--- config.mk ---
export PLATFORM = sky130hd
export DESIGN_NAME = accel_req2apb_bridge
export DESIGN_NICKNAME = d
export VERILOG_FILES = /design/src/rtl/accel_req2apb_bridge_pkg.sv /design/src/rtl/accel_apb_addr_decoder.sv /design/src/rtl/accel_req2apb_bridge.sv
export SDC_FILE = /design/constraint.sdc
export NUM_CORES = 1
export LEC_CHECK = 0
export BUFFER_PORTS_ARGS = -buffer_cell sky130_fd_sc_hd__buf_2
export CORE_AREA = 2 2 154 156
export DETAILED_ROUTE_END_ITERATION = 6
export DIE_AREA = 0 0 156 158
export PLACE_DENSITY = 0.73
export SLEW_MARGIN = 30
export SYNTH_ARGS = -nofsm -noshare
export SYNTH_HDL_FRONTEND = slang
export SYNTH_HIERARCHICAL = 1
export SYNTH_SLANG_ARGS = --single-unit
--- constraint.sdc ---
create_clock -name i_clk -period 10.5 [get_ports i_clk]
set_clock_uncertainty 0.05 [all_clocks]
set_input_delay 0.525 -clock i_clk [delete_from_list [all_inputs] [get_ports i_clk]]
set_output_delay 0.525 -clock i_clk [all_outputs]
set_load 0.01 [all_outputs]
--- src/rtl/accel_req2apb_bridge_pkg.sv ---
// Shared types and helpers for the request-to-APB bridge.
// The optional APB watchdog is enabled by defining ACCEL_REQ2APB_TIMEOUT_EN.
package accel_req2apb_bridge_pkg;

  // NSLV is at most 16, so a 4-bit slave index always suffices.
  localparam int unsigned SlvIdxBits = 4;

  typedef enum logic [1:0] {
    StIdle,
    StSetup,
    StAccess,
    StResp
  } state_e;

  // Width-independent control state of one beat in flight.
  typedef struct packed {
    state_e                 state;
    logic [SlvIdxBits-1:0]  idx;    // decoded slave
    logic [2:0]             lane;   // start lane L
    logic [2:0]             k;      // current sub-transfer
    logic [3:0]             num;    // sub-transfer count n
    logic                   write;
    logic                   err;    // sticky error accumulator
  } ctrl_t;

  localparam ctrl_t CtrlReset = '{
    state: StIdle,
    idx:   '0,
    lane:  '0,
    k:     '0,
    num:   '0,
    write: 1'b0,
    err:   1'b0
  };

  // Start lane of a beat: APB word index of the address within the request word.
  function automatic logic [2:0] lane_of(input logic [15:0]  addr_lo,
                                         input int unsigned  req_bytes,
                                         input int unsigned  apb_bytes);
    int unsigned off;
    off = 32'(addr_lo) % req_bytes;
    return 3'(off / apb_bytes);
  endfunction

  // Number of APB transfers for a beat: at least one, never past the top lane.
  function automatic logic [3:0] xfer_count(input logic [7:0]   size,
                                            input logic [2:0]   lane,
                                            input int unsigned  apb_bytes,
                                            input int unsigned  lanes);
    int unsigned n;
    n = (32'(size) + apb_bytes - 1) / apb_bytes;
    if (n == 0) n = 1;
    if (n > lanes - 32'(lane)) n = lanes - 32'(lane);
    return 4'(n);
  endfunction

endpackage

--- src/rtl/accel_apb_addr_decoder.sv ---
// Combinational address decoder over base/mask windows; lowest index wins on overlap.
module accel_apb_addr_decoder
  import accel_req2apb_bridge_pkg::*;
#(
  parameter int unsigned               NSLV      = 4,
  parameter int unsigned               ADDR_BITS = 32,
  parameter logic [NSLV*ADDR_BITS-1:0] SLV_BASE  = '0,
  parameter logic [NSLV*ADDR_BITS-1:0] SLV_MASK  = '0
) (
  input  logic [ADDR_BITS-1:0]  addr,
  output logic                  hit,
  output logic [SlvIdxBits-1:0] idx
);

  // Scan from the top so the lowest matching index is the one left standing.
  always_comb begin
    hit = 1'b0;
    idx = '0;
    for (int i = int'(NSLV) - 1; i >= 0; i--) begin
      if ((addr & SLV_MASK[i*ADDR_BITS +: ADDR_BITS]) == SLV_BASE[i*ADDR_BITS +: ADDR_BITS]) begin
        hit = 1'b1;
        idx = SlvIdxBits'(i);
      end
    end
  end

endmodule

--- src/rtl/accel_req2apb_bridge.sv ---
// Request-beat to APB bridge: splits one wide beat into 1..R APB transfers.
// Optional APB watchdog: define ACCEL_REQ2APB_TIMEOUT_EN.
module accel_req2apb_bridge
  import accel_req2apb_bridge_pkg::*;
#(
  parameter int unsigned               NSLV           = 4,
  parameter int unsigned               ADDR_BITS      = 32,
  parameter int unsigned               REQ_DATA_BITS  = 64,
  parameter int unsigned               APB_DATA_BITS  = 32,
  parameter logic [NSLV*ADDR_BITS-1:0] SLV_BASE       = {32'h0000_0000, 32'h0000_3000,
                                                         32'h0000_2000, 32'h0000_1000},
  parameter logic [NSLV*ADDR_BITS-1:0] SLV_MASK       = {32'hFFFF_0000, 32'hFFFF_F000,
                                                         32'hFFFF_F000, 32'hFFFF_F000},
  parameter int unsigned               TIMEOUT_CYCLES = 255
) (
  input  logic                         i_clk,
  input  logic                         i_rst,
  input  logic                         i_req_valid,
  output logic                         o_req_ready,
  input  logic [ADDR_BITS-1:0]         i_req_addr,
  input  logic [7:0]                   i_req_size,
  input  logic                         i_req_write,
  input  logic [REQ_DATA_BITS-1:0]     i_req_wdata,
  input  logic [REQ_DATA_BITS/8-1:0]   i_req_wstrb,
  input  logic                         i_req_last,
  output logic                         o_resp_valid,
  output logic [REQ_DATA_BITS-1:0]     o_resp_rdata,
  output logic                         o_resp_err,
  output logic [ADDR_BITS-1:0]         o_paddr,
  output logic                         o_pwrite,
  output logic [APB_DATA_BITS-1:0]     o_pwdata,
  output logic [APB_DATA_BITS/8-1:0]   o_pstrb,
  output logic [2:0]                   o_pprot,
  output logic [NSLV-1:0]              o_psel,
  output logic                         o_penable,
  input  logic [NSLV*APB_DATA_BITS-1:0] i_prdata,
  input  logic [NSLV-1:0]              i_pready,
  input  logic [NSLV-1:0]              i_pslverr
);

  localparam int unsigned ReqBytes = REQ_DATA_BITS / 8;
  localparam int unsigned ApbBytes = APB_DATA_BITS / 8;
  localparam int unsigned Lanes    = REQ_DATA_BITS / APB_DATA_BITS;
  localparam int unsigned ApbOff   = $clog2(ApbBytes);

  ctrl_t                      ctrl_q, ctrl_d;
  logic [ADDR_BITS-1:0]       base_q, base_d;
  logic [REQ_DATA_BITS-1:0]   wdata_q, wdata_d;
  logic [ReqBytes-1:0]        wstrb_q, wstrb_d;
  logic [REQ_DATA_BITS-1:0]   rdata_q, rdata_d;

  logic                       dec_hit;
  logic [SlvIdxBits-1:0]      dec_idx;
  logic [2:0]                 start_lane;
  logic [2:0]                 cur;
  logic                       in_xfer;
  logic [NSLV-1:0]            sel;
  logic [APB_DATA_BITS-1:0]   prdata_sel;
  logic                       pready_sel;
  logic                       pslverr_sel;

  // Burst framing is the upstream adapter's concern; every beat stands alone.
  logic unused_cfg;
  assign unused_cfg = i_req_last ^ (TIMEOUT_CYCLES == 0);

  accel_apb_addr_decoder #(
    .NSLV      (NSLV),
    .ADDR_BITS (ADDR_BITS),
    .SLV_BASE  (SLV_BASE),
    .SLV_MASK  (SLV_MASK)
  ) u_decoder (
    .addr (i_req_addr),
    .hit  (dec_hit),
    .idx  (dec_idx)
  );

  assign start_lane = lane_of(16'(i_req_addr), ReqBytes, ApbBytes);
  assign cur        = ctrl_q.lane + ctrl_q.k;
  assign in_xfer    = (ctrl_q.state == StSetup) || (ctrl_q.state == StAccess);

  // Select the addressed slave's response lines; others are ignored.
  always_comb begin
    sel         = '0;
    prdata_sel  = '0;
    pready_sel  = 1'b0;
    pslverr_sel = 1'b0;
    for (int i = 0; i < int'(NSLV); i++) begin
      if (ctrl_q.idx == SlvIdxBits'(i)) begin
        sel[i]      = 1'b1;
        prdata_sel  = i_prdata[i*APB_DATA_BITS +: APB_DATA_BITS];
        pready_sel  = i_pready[i];
        pslverr_sel = i_pslverr[i];
      end
    end
  end

`ifdef ACCEL_REQ2APB_TIMEOUT_EN
  logic [15:0] timer_q, timer_d;
`endif

  // Next-state logic: beat capture, sub-transfer sequencing and read accumulation.
  always_comb begin
    ctrl_d  = ctrl_q;
    base_d  = base_q;
    wdata_d = wdata_q;
    wstrb_d = wstrb_q;
    rdata_d = rdata_q;
`ifdef ACCEL_REQ2APB_TIMEOUT_EN
    timer_d = timer_q;
`endif
    unique case (ctrl_q.state)
      StIdle: begin
        if (i_req_valid) begin
          base_d       = i_req_addr & ~ADDR_BITS'(ApbBytes - 1);
          wdata_d      = i_req_wdata;
          wstrb_d      = i_req_wstrb;
          ctrl_d.write = i_req_write;
          ctrl_d.idx   = dec_idx;
          ctrl_d.lane  = start_lane;
          ctrl_d.k     = '0;
          ctrl_d.num   = xfer_count(i_req_size, start_lane, ApbBytes, Lanes);
          if (dec_hit) begin
            rdata_d      = '0;
            ctrl_d.err   = 1'b0;
            ctrl_d.state = StSetup;
          end else begin
            rdata_d      = '1;
            ctrl_d.err   = 1'b1;
            ctrl_d.state = StResp;
          end
        end
      end
      StSetup: begin
        ctrl_d.state = StAccess;
`ifdef ACCEL_REQ2APB_TIMEOUT_EN
        timer_d = '0;
`endif
      end
      StAccess: begin
        if (pready_sel) begin
          rdata_d[cur*APB_DATA_BITS +: APB_DATA_BITS] = prdata_sel;
          ctrl_d.err = ctrl_q.err | pslverr_sel;
          if (({1'b0, ctrl_q.k} + 4'd1) < ctrl_q.num) begin
            ctrl_d.k     = ctrl_q.k + 3'd1;
            ctrl_d.state = StSetup;
          end else begin
            ctrl_d.state = StResp;
          end
        end
`ifdef ACCEL_REQ2APB_TIMEOUT_EN
        else if (timer_q == 16'(TIMEOUT_CYCLES - 1)) begin
          // Give up on the slave: poison this lane and skip the rest.
          rdata_d[cur*APB_DATA_BITS +: APB_DATA_BITS] = '1;
          ctrl_d.err   = 1'b1;
          ctrl_d.state = StResp;
        end else begin
          timer_d = timer_q + 16'd1;
        end
`endif
      end
      StResp: begin
        rdata_d      = '0;
        ctrl_d.err   = 1'b0;
        ctrl_d.state = StIdle;
      end
      default: ctrl_d.state = StIdle;
    endcase
  end

  // State registers; APB outputs decode from state, so reset drops them at once.
  always_ff @(posedge i_clk or posedge i_rst) begin
    if (i_rst) begin
      ctrl_q  <= CtrlReset;
      base_q  <= '0;
      wdata_q <= '0;
      wstrb_q <= '0;
      rdata_q <= '0;
    end else begin
      ctrl_q  <= ctrl_d;
      base_q  <= base_d;
      wdata_q <= wdata_d;
      wstrb_q <= wstrb_d;
      rdata_q <= rdata_d;
    end
  end

`ifdef ACCEL_REQ2APB_TIMEOUT_EN
  // Watchdog counter for the access phase.
  always_ff @(posedge i_clk or posedge i_rst) begin
    if (i_rst) timer_q <= '0;
    else       timer_q <= timer_d;
  end
`endif

  assign o_req_ready  = (ctrl_q.state == StIdle);
  assign o_resp_valid = (ctrl_q.state == StResp);
  assign o_resp_rdata = o_resp_valid ? rdata_q : '0;
  assign o_resp_err   = o_resp_valid & ctrl_q.err;
  assign o_psel       = in_xfer ? sel : '0;
  assign o_penable    = (ctrl_q.state == StAccess);
  assign o_paddr      = in_xfer ? base_q + (ADDR_BITS'(ctrl_q.k) << ApbOff) : '0;
  assign o_pwrite     = in_xfer & ctrl_q.write;
  assign o_pwdata     = in_xfer ? wdata_q[cur*APB_DATA_BITS +: APB_DATA_BITS] : '0;
  assign o_pstrb      = in_xfer ? wstrb_q[cur*ApbBytes +: ApbBytes] : '0;
  assign o_pprot      = 3'b000;

endmodule
==> summary.txt <==
Status
  – Outcome: finished clean

Detailed routing
  – Iteration-0 DRC Markers: 413
  – First-pass detailed-route iteration total: 5
  – Routed len/inst: 18.3 µm
  – DRT Wirelength: 28400 µm
  – Via-to-Cell Ratio: 5.44
  – Antenna viol nets, final: 0
  – Via count: 8438
  – Residual DRC count: 0

Timing
  – WHS: 79.8 ps
  – Fmax: 279 MHz
  – RSZ-0062 raised after global routing: no
  – Rel. slew slack: 0.344
  – Minimum clock period: 3590 ps
  – Max Slew Vio Count: 0
  – Tcrit/Tclk final: 0.342
  – Setup WS post-layout: 6910 ps
  – Fin. Hold Viols: 0
  – Worst-margin pin slew: 982 ps
  – Setup_tns: 0 ps
  – Setup Viol. Count Final: 0

Worst setup path
  – Sequence of cells on the critical path: ha_1 -> o21ai_0 -> nor2_1 -> nand3_1 -> or3_1 -> a21boi_0 -> buf_2
  – Worst-path fanout max: 11
  – CP delay by family, top: simple AND/OR/NAND/NOR gates
  – Max incr delay on CP: 640 ps
  – WP data arrival: 3020 ps
  – Worst path bufs/invs: 1
  – Crit-path slowest cell: nor2_1
  – Critical path required time: 9930 ps
  – Critical Path End Type: output port
  – Crit path kind: register to output port
  – Startpoint type of the worst setup path: register

Logic synthesis
  – Yosys top cell by area: dfrtp_1
  – Synth Register Bits: 181
  – Synthesized area: 0.0101 mm²
  – Seq/Total Area, Yosys: 0.449
  – Share of the synthesized area in the top cell type: 0.449
  – Post-synth ARST share: 1.00
  – YS warnings: 6
  – Synth Flop Type: dfrtp_1
  – Number of synthesized flops with an enable pin: 0
  – Syn Inst Count: 900
  – Yosys cell types: 50
  – Synth top area cells: dfrtp_1 (45%), mux2_2 (12%), mux2i_1 (9.9%)
  – Synth Area per Inst: 11.2 µm²

Clock tree
  – Clock Sinks: 181
  – Latest clock arrival within the worst-skew pair: 430 ps
  – Clock Pin Slew Worst Setup and Hold Paths: 80 ps
  – CTS resizes: 0
  – CTS root buf: clkbuf_16
  – CTS tree: yes
  – CTS H-tree lvls: 4
  – Max clock buf depth: 2
  – Postcts setup bufs: 0
  – CTS buffer count: 17
  – Post-CTS Hold Fix Bufs: 0

Floorplan
  – Die height: 158 µm
  – # IOs: 397
  – Starting Density: 0.437
  – Die width: 156 µm
  – Area of the core: 0.0231 mm²
  – Rows: 56
  – Die ar.: 0.0246 mm²

Global routing
  – First-pass GRT wire length: 42600 µm
  – Largest net degree at the start of global routing: 75
  – Vias in the first global route: 8024
  – Initial antenna violation count: 2
  – GR Overflow Total: 0
  – Overall Global Routing Usage: 0.221

Power
  – Total power: 4.18 mW
  – PD cells: 326 mW/mm²
  – Leak pwr: 6.10 nW
  – Worst vdd ir: 182 µV

Flow run
  – Max-Cap Viols: 0

Cells and area
  – Filler cells: 2035
  – Most frequent cells in the layout: buf_2 (388), dfrtp_1 (180), mux2_2 (107), mux2i_1 (100), and2_1 (89)
  – Commonest non-fill, non-tap cell in the layout: buf_2
  – Final #Nets: 1517
  – Synthesis-to-layout area growth: 27.1%
  – Layout cells sized above 1: 0.440

Placed design
  – Dpl ws: 7380 ps
  – Final HPWL DP: 20600 µm
  – I/O Buffers: 388
  – GPL Wtd Cong: 0.828

Min path
  – Worst min path class: input port to async pin
[final timing paths]
path	cells past startpoint	slack [ps]	from	to
min in group i_clk	2	260	i_req_wdata[3]	wdata_q[3]
worst min register to register	2	450	ctrl_q[3]	ctrl_q[3]
worst max register to register	11	7430	ctrl_q[6]	rdata_q[25]
max in group asynchronous	3	9000	i_rst	ctrl_q[12]
worst min-delay path	2	80	i_rst	wdata_q[57]
worst max-delay path	7	6910	ctrl_q[8]	o_paddr[31]
[worst reg2reg max path: stages, from the launching register on]
cell and delay (ps):
dfrtp_1 450, ha_2 250, ha_1 300, inv_1 70
ha_1 140, inv_1 40, ha_1 280, nor4_1 370
nand3_1 130, a21o_1 190, buf_4 240, a221o_1 430
[registers in the layout, summed over array words and instances, names as in the netlist]
| name | cells |
|---|---|
| rdata_q | 64 |
| wdata_q | 64 |
| base_q | 30 |
| ctrl_q | 15 |
| wstrb_q | 8 |
[metrics by stage]
stage	instances	cell area [µm²]	util
after floorplan	905	10100	-
after global placement	1518	12200	0.527
after detailed placement	1518	12200	0.528
after CTS	1550	12800	0.555
after global routing	1551	12800	0.556
final	1552	12800	0.556
[final cells by class]
type                            instances  area (µm²)  share of cell area
Antenna cell                            2        5.00            0.000391
Sequential cell                       181        4530               0.354
Tap cell                              290         363              0.0283
Timing Repair Buffer                  399        2030               0.158
Clock buffer                           17         425              0.0332
Multi-Input combinational cell        634        5190               0.405
Clock inverter                         15         208              0.0162
Inverter                               14        57.6             0.00449
[Yosys cell counts (all sizes together) (4+ instances only)]
master / number
xor2: 14
dfrtp: 181
nor3: 4
nor4: 6
xnor2: 15
and2: 90
nand2: 21
buf: 33
or3: 5
and3: 6
nor2: 58
nand4: 12
mux2i: 100
o21ai: 12
nand3: 14
nor2b: 4
o22ai: 33
a21oi: 12
ha: 16
mux2: 107
and4: 5
a221o: 63
clkbuf: 43
inv: 14
[cell families after synthesis]
group	Yosys count	share of synthesized area
AND/OR/NAND/NOR	236	0.129
multiplexers	209	0.223
flip-flops	181	0.449
AO/OA/AOI/OAI	136	0.109
buffers and inverters	90	0.0417
XOR/XNOR	29	0.0252
adder cells (fa/ha/maj)	17	0.0218
other	2	0.000745
[power breakdown]
part | total [mW] | internal (mW) | switching (mW)
sequential | 1.29 | 1.06 | 0.225
combinational | 2.21 | 1.02 | 1.18
clock | 0.689 | 0.368 | 0.320
total | 4.18 | 2.45 | 1.73
[metal layers]
layer  share of wire  vias to the layer above  GRT usage
li1                -                     3982          -
met1            0.41                     4120      0.269
met2            0.50                      309      0.384
met3           0.078                       25     0.0602
met4           0.016                        2     0.0664
met5         0.00056                        -          0
Note: power is estimated with default switching activity, not from simulation.
